<file path="src/rtl/uart_rx_fifo_if.sv">
// uart_rx_fifo_if
//   Bundles the receiver-side handshake (rx_rdy/rx_data/rx_rdy_clr), the
//   host-side show-ahead stream (m_data/m_valid/m_ready) and the status and
//   control signals of the receive buffer.
// Ports (signals)
//   rx_rdy      receiver byte-ready level, held until cleared
//   rx_data     receiver byte, valid while rx_rdy=1
//   rx_rdy_clr  one-cycle clear pulse back to the receiver
//   m_data      head-of-queue byte
//   m_valid     m_data holds a valid byte
//   m_ready     host accepts m_data
//   count       entries stored, 0..2**AW
//   full/empty  fill status
//   overflow    sticky dropped-byte flag
//   ovf_clr     clears overflow
// Modports
//   slave  : buffer side (drives rx_rdy_clr, host stream and status)
//   master : environment side (receiver + host)
interface uart_rx_fifo_if #(
   parameter int AW = 4
);
   logic          rx_rdy;
   logic [7:0]    rx_data;
   logic          rx_rdy_clr;
   logic [7:0]    m_data;
   logic          m_valid;
   logic          m_ready;
   logic [AW:0]   count;
   logic          full;
   logic          empty;
   logic          overflow;
   logic          ovf_clr;

   modport slave (
      input  rx_rdy, rx_data, m_ready, ovf_clr,
      output rx_rdy_clr, m_data, m_valid, count, full, empty, overflow
   );

   modport master (
      output rx_rdy, rx_data, m_ready, ovf_clr,
      input  rx_rdy_clr, m_data, m_valid, count, full, empty, overflow
   );
endinterface

</file>
<file path="src/rtl/uart_rx_fifo.sv">
// uart_rx_fifo
//   Receive-side byte buffer sitting directly behind a UART receiver. Each
//   byte presented on rx_rdy/rx_data is captured once and acknowledged with a
//   single-cycle rx_rdy_clr pulse, queued in a DEPTH-entry FIFO and offered
//   to the host on a show-ahead valid/ready stream. Reports fill level,
//   full/empty and a sticky overflow flag.
// Parameters
//   DEPTH  FIFO entries, power of 2, >= 2
//   AW     log2(DEPTH)
// Ports
//   clk    system clock, all state on the rising edge
//   rst_n  asynchronous active-low reset
//   bus    uart_rx_fifo_if.slave (see interface header for signal list)
module uart_rx_fifo #(
   parameter int DEPTH = 16,
   parameter int AW    = 4
) (
   input  logic          clk,
   input  logic          rst_n,
   uart_rx_fifo_if.slave bus
);

   logic [AW:0]  wr_ptr_reg;
   logic [AW:0]  rd_ptr_reg;
   logic         rx_rdy_clr_reg;
   logic         overflow_reg;
   logic [7:0]   mem_rd [DEPTH];

   logic         cap;
   logic         push;
   logic         pop;
   logic         drop;
   logic         full;
   logic         empty;
   logic [AW-1:0] wr_idx;
   logic [AW-1:0] rd_idx;

   assign wr_idx = wr_ptr_reg[AW-1:0];
   assign rd_idx = rd_ptr_reg[AW-1:0];

   assign empty = (wr_ptr_reg == rd_ptr_reg);
   assign full  = (wr_ptr_reg[AW] != rd_ptr_reg[AW]) && (wr_idx == rd_idx);

   // rx_rdy stays high for a cycle after our clear pulse; masking with the
   // pulse itself keeps one byte from being captured twice.
   assign cap  = bus.rx_rdy & ~rx_rdy_clr_reg;
   assign pop  = ~empty & bus.m_ready;
   // When full, a simultaneous pop frees the head slot, which is exactly the
   // slot the write pointer aliases, so the push can still be accepted.
   assign push = cap & (~full | pop);
   assign drop = cap & full & ~pop;

   // Storage: one register per entry so the whole array clears on reset and
   // the head byte is readable combinationally for show-ahead output.
   genvar gi;
   generate
      for (gi = 0; gi < DEPTH; gi++) begin : g_mem
         logic [7:0] entry_reg;
         always_ff @(posedge clk or negedge rst_n) begin
            if (!rst_n) begin
               entry_reg <= '0;
            end else if (push && (wr_idx == AW'(gi))) begin
               entry_reg <= bus.rx_data;
            end
         end
         assign mem_rd[gi] = entry_reg;
      end
   endgenerate

   always_ff @(posedge clk or negedge rst_n) begin
      if (!rst_n) begin
         wr_ptr_reg     <= '0;
         rd_ptr_reg     <= '0;
         rx_rdy_clr_reg <= 1'b0;
         overflow_reg   <= 1'b0;
      end else begin
         // Pulse on every capture, including dropped bytes, so the receiver
         // never stalls waiting for a clear.
         rx_rdy_clr_reg <= cap;
         if (push) begin
            wr_ptr_reg <= wr_ptr_reg + (AW+1)'(1);
         end
         if (pop) begin
            rd_ptr_reg <= rd_ptr_reg + (AW+1)'(1);
         end
         // A drop on the same edge as ovf_clr wins.
         if (drop) begin
            overflow_reg <= 1'b1;
         end else if (bus.ovf_clr) begin
            overflow_reg <= 1'b0;
         end
      end
   end

   assign bus.rx_rdy_clr = rx_rdy_clr_reg;
   assign bus.m_data     = mem_rd[rd_idx];
   assign bus.m_valid    = ~empty;
   assign bus.count      = wr_ptr_reg - rd_ptr_reg;
   assign bus.full       = full;
   assign bus.empty      = empty;
   assign bus.overflow   = overflow_reg;

endmodule

</file>
<file path="src/flat_wrapper.sv">
// flat-port wrapper written by rule: the top's interface ports become plain ports
module uart_rx_fifo_flat 
#(
   parameter int DEPTH = 16,
   parameter int AW    = 4
)
  (clk, rst_n, bus_rx_rdy, bus_rx_data, bus_m_ready, bus_ovf_clr, bus_rx_rdy_clr, bus_m_data, bus_m_valid, bus_count, bus_full, bus_empty, bus_overflow);
  uart_rx_fifo_if #(.AW(AW)) bus_i ();
  input  logic clk;
  input  logic rst_n;
  input wire logic [$bits(bus_i.rx_rdy)-1:0] bus_rx_rdy;
  input wire logic [$bits(bus_i.rx_data)-1:0] bus_rx_data;
  input wire logic [$bits(bus_i.m_ready)-1:0] bus_m_ready;
  input wire logic [$bits(bus_i.ovf_clr)-1:0] bus_ovf_clr;
  output wire logic [$bits(bus_i.rx_rdy_clr)-1:0] bus_rx_rdy_clr;
  output wire logic [$bits(bus_i.m_data)-1:0] bus_m_data;
  output wire logic [$bits(bus_i.m_valid)-1:0] bus_m_valid;
  output wire logic [$bits(bus_i.count)-1:0] bus_count;
  output wire logic [$bits(bus_i.full)-1:0] bus_full;
  output wire logic [$bits(bus_i.empty)-1:0] bus_empty;
  output wire logic [$bits(bus_i.overflow)-1:0] bus_overflow;
  assign bus_i.rx_rdy = bus_rx_rdy;
  assign bus_i.rx_data = bus_rx_data;
  assign bus_i.m_ready = bus_m_ready;
  assign bus_i.ovf_clr = bus_ovf_clr;
  assign bus_rx_rdy_clr = bus_i.rx_rdy_clr;
  assign bus_m_data = bus_i.m_data;
  assign bus_m_valid = bus_i.m_valid;
  assign bus_count = bus_i.count;
  assign bus_full = bus_i.full;
  assign bus_empty = bus_i.empty;
  assign bus_overflow = bus_i.overflow;
  uart_rx_fifo #(.DEPTH(DEPTH), .AW(AW)) u_core (.clk(clk), .rst_n(rst_n), .bus(bus_i));
endmodule
</file>
<file path="config.mk">
export PLATFORM = sky130hd
export DESIGN_NAME = uart_rx_fifo_flat
export DESIGN_NICKNAME = d
export VERILOG_FILES = /design/src/rtl/uart_rx_fifo_if.sv /design/src/rtl/uart_rx_fifo.sv /design/src/flat_wrapper.sv
export SDC_FILE = /design/constraint.sdc
export NUM_CORES = 1
export LEC_CHECK = 0
export ABC_AREA = 0
export CAP_MARGIN = 25
export CORE_MARGIN = 2
export CORE_UTILIZATION = 47
export CTS_BUF_LIST = sky130_fd_sc_hd__clkbuf_16
export DETAILED_ROUTE_END_ITERATION = 7
export GPL_TIMING_DRIVEN = 0
export SLEW_MARGIN = 20
export SYNTH_ARGS = -nofsm -noshare
export SYNTH_HDL_FRONTEND = slang
export SYNTH_SLANG_ARGS = --single-unit
export TNS_END_PERCENT = 1
</file>
<file path="constraint.sdc">
create_clock -name clk -period 3 [get_ports clk]
set_input_delay 0.9 -clock clk [delete_from_list [all_inputs] [get_ports clk]]
set_output_delay 0.9 -clock clk [all_outputs]
set_load 0.01 [all_outputs]
</file>
==> summary.txt <==
Run status
  – Status: complete, but fails checks
  – Failing checks: setup timing

Global routing
  – Pin count of the biggest net entering global routing: 87
  – Grt total ovfl: 0
  – First-pass GRT wire length: 24.54 mm
  – Initial antenna violation count: 0
  – Vias in the first global route: 4203
  – Overall Global Routing Usage: 22.72%

Setup path
  – Crit-path max FO: 5
  – CP startpoint kind: flip-flop
  – Critical Path AT: 2.21 ns
  – Critical Path Sink Type: primary output
  – Worst Path Class, Setup: flip-flop to primary output
  – Worst EP required: 2.10 ns
  – Worst r2r path cells: 7

Die
  – Cell row count: 43
  – Core Region: 13880 um2
  – DIE AREA: 15180 um2
  – Die H: 123.2 um
  – Starting Density: 48.11%
  – IO Pins: 31
  – Die X: 123.2 um

Synthesis
  – Synth Area per Inst: 15.11 um2
  – Synth area leaders: dfrtp_1, mux2_2, mux4_2, mux2i_1, nand3_2
  – Library cells used by synthesis: 35
  – Synth Area in Adders: 1.986%
  – Largest family of logic cells by synthesized area: multiplexers
  – Syn Inst Count: 442
  – Async set-reset flop share out of synthesis: 100.0%
  – Post-Synth Simple-Gate Area: 4.947%
  – Post-Syn Nets: 465
  – Post-synthesis xor/xnor area fraction: 1.574%
  – Complex-gate fraction of the synthesized area: 3.204%
  – Synth Flop Type: dfrtp_1
  – Warnings, synthesis: 0
  – EDFF count, synth: 0
  – Post-synthesis mux area share: 33.45%
  – #FFs+latches synth: 140
  – Seq/Total Area, Yosys: 52.46%
  – Synthesized area: 6678 um2
  – Top cell type by total area after synthesis: dfrtp_1
  – Synth top area share: 52.46%

STA
  – Fin Clk Skew: 0.008682 ns
  – Tcrit/Tclk final: 103.7%
  – Setup_tns: -0.7258 ns
  – RSZ-0062 raised after global routing: true
  – Slew @ Worst Pin: 0.6856 ns
  – Post-layout minimum cycle time: 3.111 ns
  – Final hold vios: 0
  – Fmax: 321.4 MHz
  – Rel. slew slack: 54.12%
  – Fin. max-slew vios: 0
  – Final setup vio count: 8
  – Fin worst setup slack: -0.1113 ns

Place
  – Post-DP HPWL: 10.26 mm
  – DP Area: 7236 um2
  – Port-buffer cells: 30
  – Gpl congestion: 0.8092

Finish
  – Final #Nets: 528
  – P&R area growth vs syn: 18.94%
  – Layout fillers: 1133
  – Ant diodes: 0
  – Layout cells sized above 1: 47.87%
  – Final non-filler cell area: 7943 um2
  – Max reg flops: 128

Routing
  – 1st-pass router iterations: 4
  – Residual DRC: 0
  – Vias: 3961
  – Initial DRC Count: 197
  – Vias per cell: 5.691
  – Routed WL: 15.59 mm
  – Routed wire per std cell: 22.39 um
  – Routed Antenna Nets: 0

Clocking
  – Root Driver: clkbuf_16
  – TritonCTS clock tree: built
  – CTS sink cnt: 140
  – Max Root-Sink Buffers: 2
  – Hold buffers post-CTS: 0
  – CTS clk-pin slew, worst paths: 0.06 ns
  – Total CTS buffers: 17
  – Clk_lat worst skew: 0.42 ns
  – CTS H-tree lvls: 4

Min path
  – Worst min path class: primary input to asynchronous set/reset pin

Power and ir drop
  – Power per cell area: 1137 nW/um2
  – Maximum VDD drop: 0.4969 mV
  – Power Total: 9.030 mW
  – Leakage Power: 3.575 nW

Job
  – Max-cap violation count: 0
## logic make-up (layout without fill, tap and decap cells)
family / Yosys count / count (layout)
multiplexers: 177 / 177
flip-flops: 140 / 140
AND/OR/NAND/NOR: 37 / 37
buffers and inverters: 35 / 109
AO/OA/AOI/OAI: 31 / 31
XOR/XNOR: 12 / 12
adder cells (fa/ha/maj): 10 / 10
## cell usage in the layout, fill, tap and decap left out, types with 5 or more instances in the layout
master | Yosys | final
clkdlybuf4s50_1 | 0 | 14
clkbuf_1 | 14 | 10
o21ai_1 | 0 | 7
dlygate4sd2_1 | 0 | 5
a32oi_1 | 8 | 8
clkbuf_16 | 0 | 18
mux4_2 | 24 | 24
inv_1 | 11 | 18
ha_1 | 9 | 7
xnor2_1 | 11 | 11
nand3_2 | 12 | 12
buf_2 | 7 | 12
a22oi_2 | 0 | 6
nand2_1 | 5 | 5
mux2i_1 | 24 | 23
mux2_2 | 129 | 129
buf_4 | 0 | 10
dfrtp_1 | 140 | 140
## timing repair
action                     in CTS  in global routing
cloned                          3                  0
resized for setup              90                  2
setup endpoints to repair     143                 11
pin swaps                       5                  2
buffers inserted               10                  3
## worst paths after layout
kind / slack [ns] / start / to
setup / recovery: -0.11 / u_core.rd_ptr_reg[0] / bus_m_data[2]
hold / removal: 0.48 / rst_n / u_core.wr_ptr_reg[3]
setup reg to reg: 0.52 / u_core.rd_ptr_reg[2] / u_core.g_mem[3].entry_reg[1]
hold reg to reg: 0.49 / u_core.rd_ptr_reg[4] / u_core.rd_ptr_reg[4]
max in group asynchronous: 1.81 / rst_n / u_core.g_mem[3].entry_reg[4]
min in group clk: 0.49 / u_core.rd_ptr_reg[4] / u_core.rd_ptr_reg[4]
## cell usage after synthesis (2+ instances only)
master    number
nand2_1        5
and4_1         2
a21o_1         2
inv_1         11
a21oi_1        2
nand4_1        2
clkbuf_1      14
nand3_1        2
xnor2_1       11
mux4_2        24
ha_1           9
dfrtp_1      140
mux2_2       129
o21ai_0        9
mux2i_1       24
buf_2          7
a22oi_1        8
nand3_4        4
a32oi_1        8
nand3_2       12
nor2_1         2
nor3b_2        2
## routing by layer
metal,vias to the layer above,routed length (um),track usage (%)
met5,-,0,0
met2,92,7442,35.61
met3,22,666,4.197
met4,0,307,8.239
met1,2073,7170,31.83
li1,1774,-,-
## through the flow
step / hold WS [ns] / util (%) / setup WS (ns) / std cells
floorplan: 0.4655 / - / 0.3475 / 442
global placement: 0.4801 / 51.89 / -4.442 / 652
detailed placement: 0.4854 / 52.13 / -0.6412 / 653
CTS: 0.4945 / 57.32 / -0.1630 / 695
global route: 0.4984 / 57.22 / -0.1895 / 696
finish: 0.4796 / 57.22 / -0.1113 / 696
## report_power, final
group	leakage, nW	internal [mW]	switching [mW]
Sequential	1.77	2.70	0.440
Combinational	1.53	2.23	1.91
Clock	0.271	1.01	0.738
Total	3.58	5.94	3.09
## area by class of cell
| cell class | instances | area (um2) | share of cell area (%) |
|---|---|---|---|
| repair buffers | 46 | 447.9 | 5.640 |
| multi-input cells | 267 | 3072 | 38.67 |
| flip-flops and latches | 140 | 3503 | 44.11 |
| well taps | 180 | 225.2 | 2.836 |
| inverters | 12 | 45.04 | 0.5671 |
| clock inverters | 13 | 52.55 | 0.6616 |
| clock buffers | 17 | 425.4 | 5.356 |
| plain buffers | 21 | 171.4 | 2.158 |
## worst max-delay path: stages, from the launching register on
cell	delay [ns]
dfrtp_1	0.42
buf_6	0.18
buf_12	0.11
buf_16	0.11
mux4_2	0.52
a32oi_1	0.16
o21ai_1	0.12
buf_2	0.16
(Power assumes the default switching activity.)
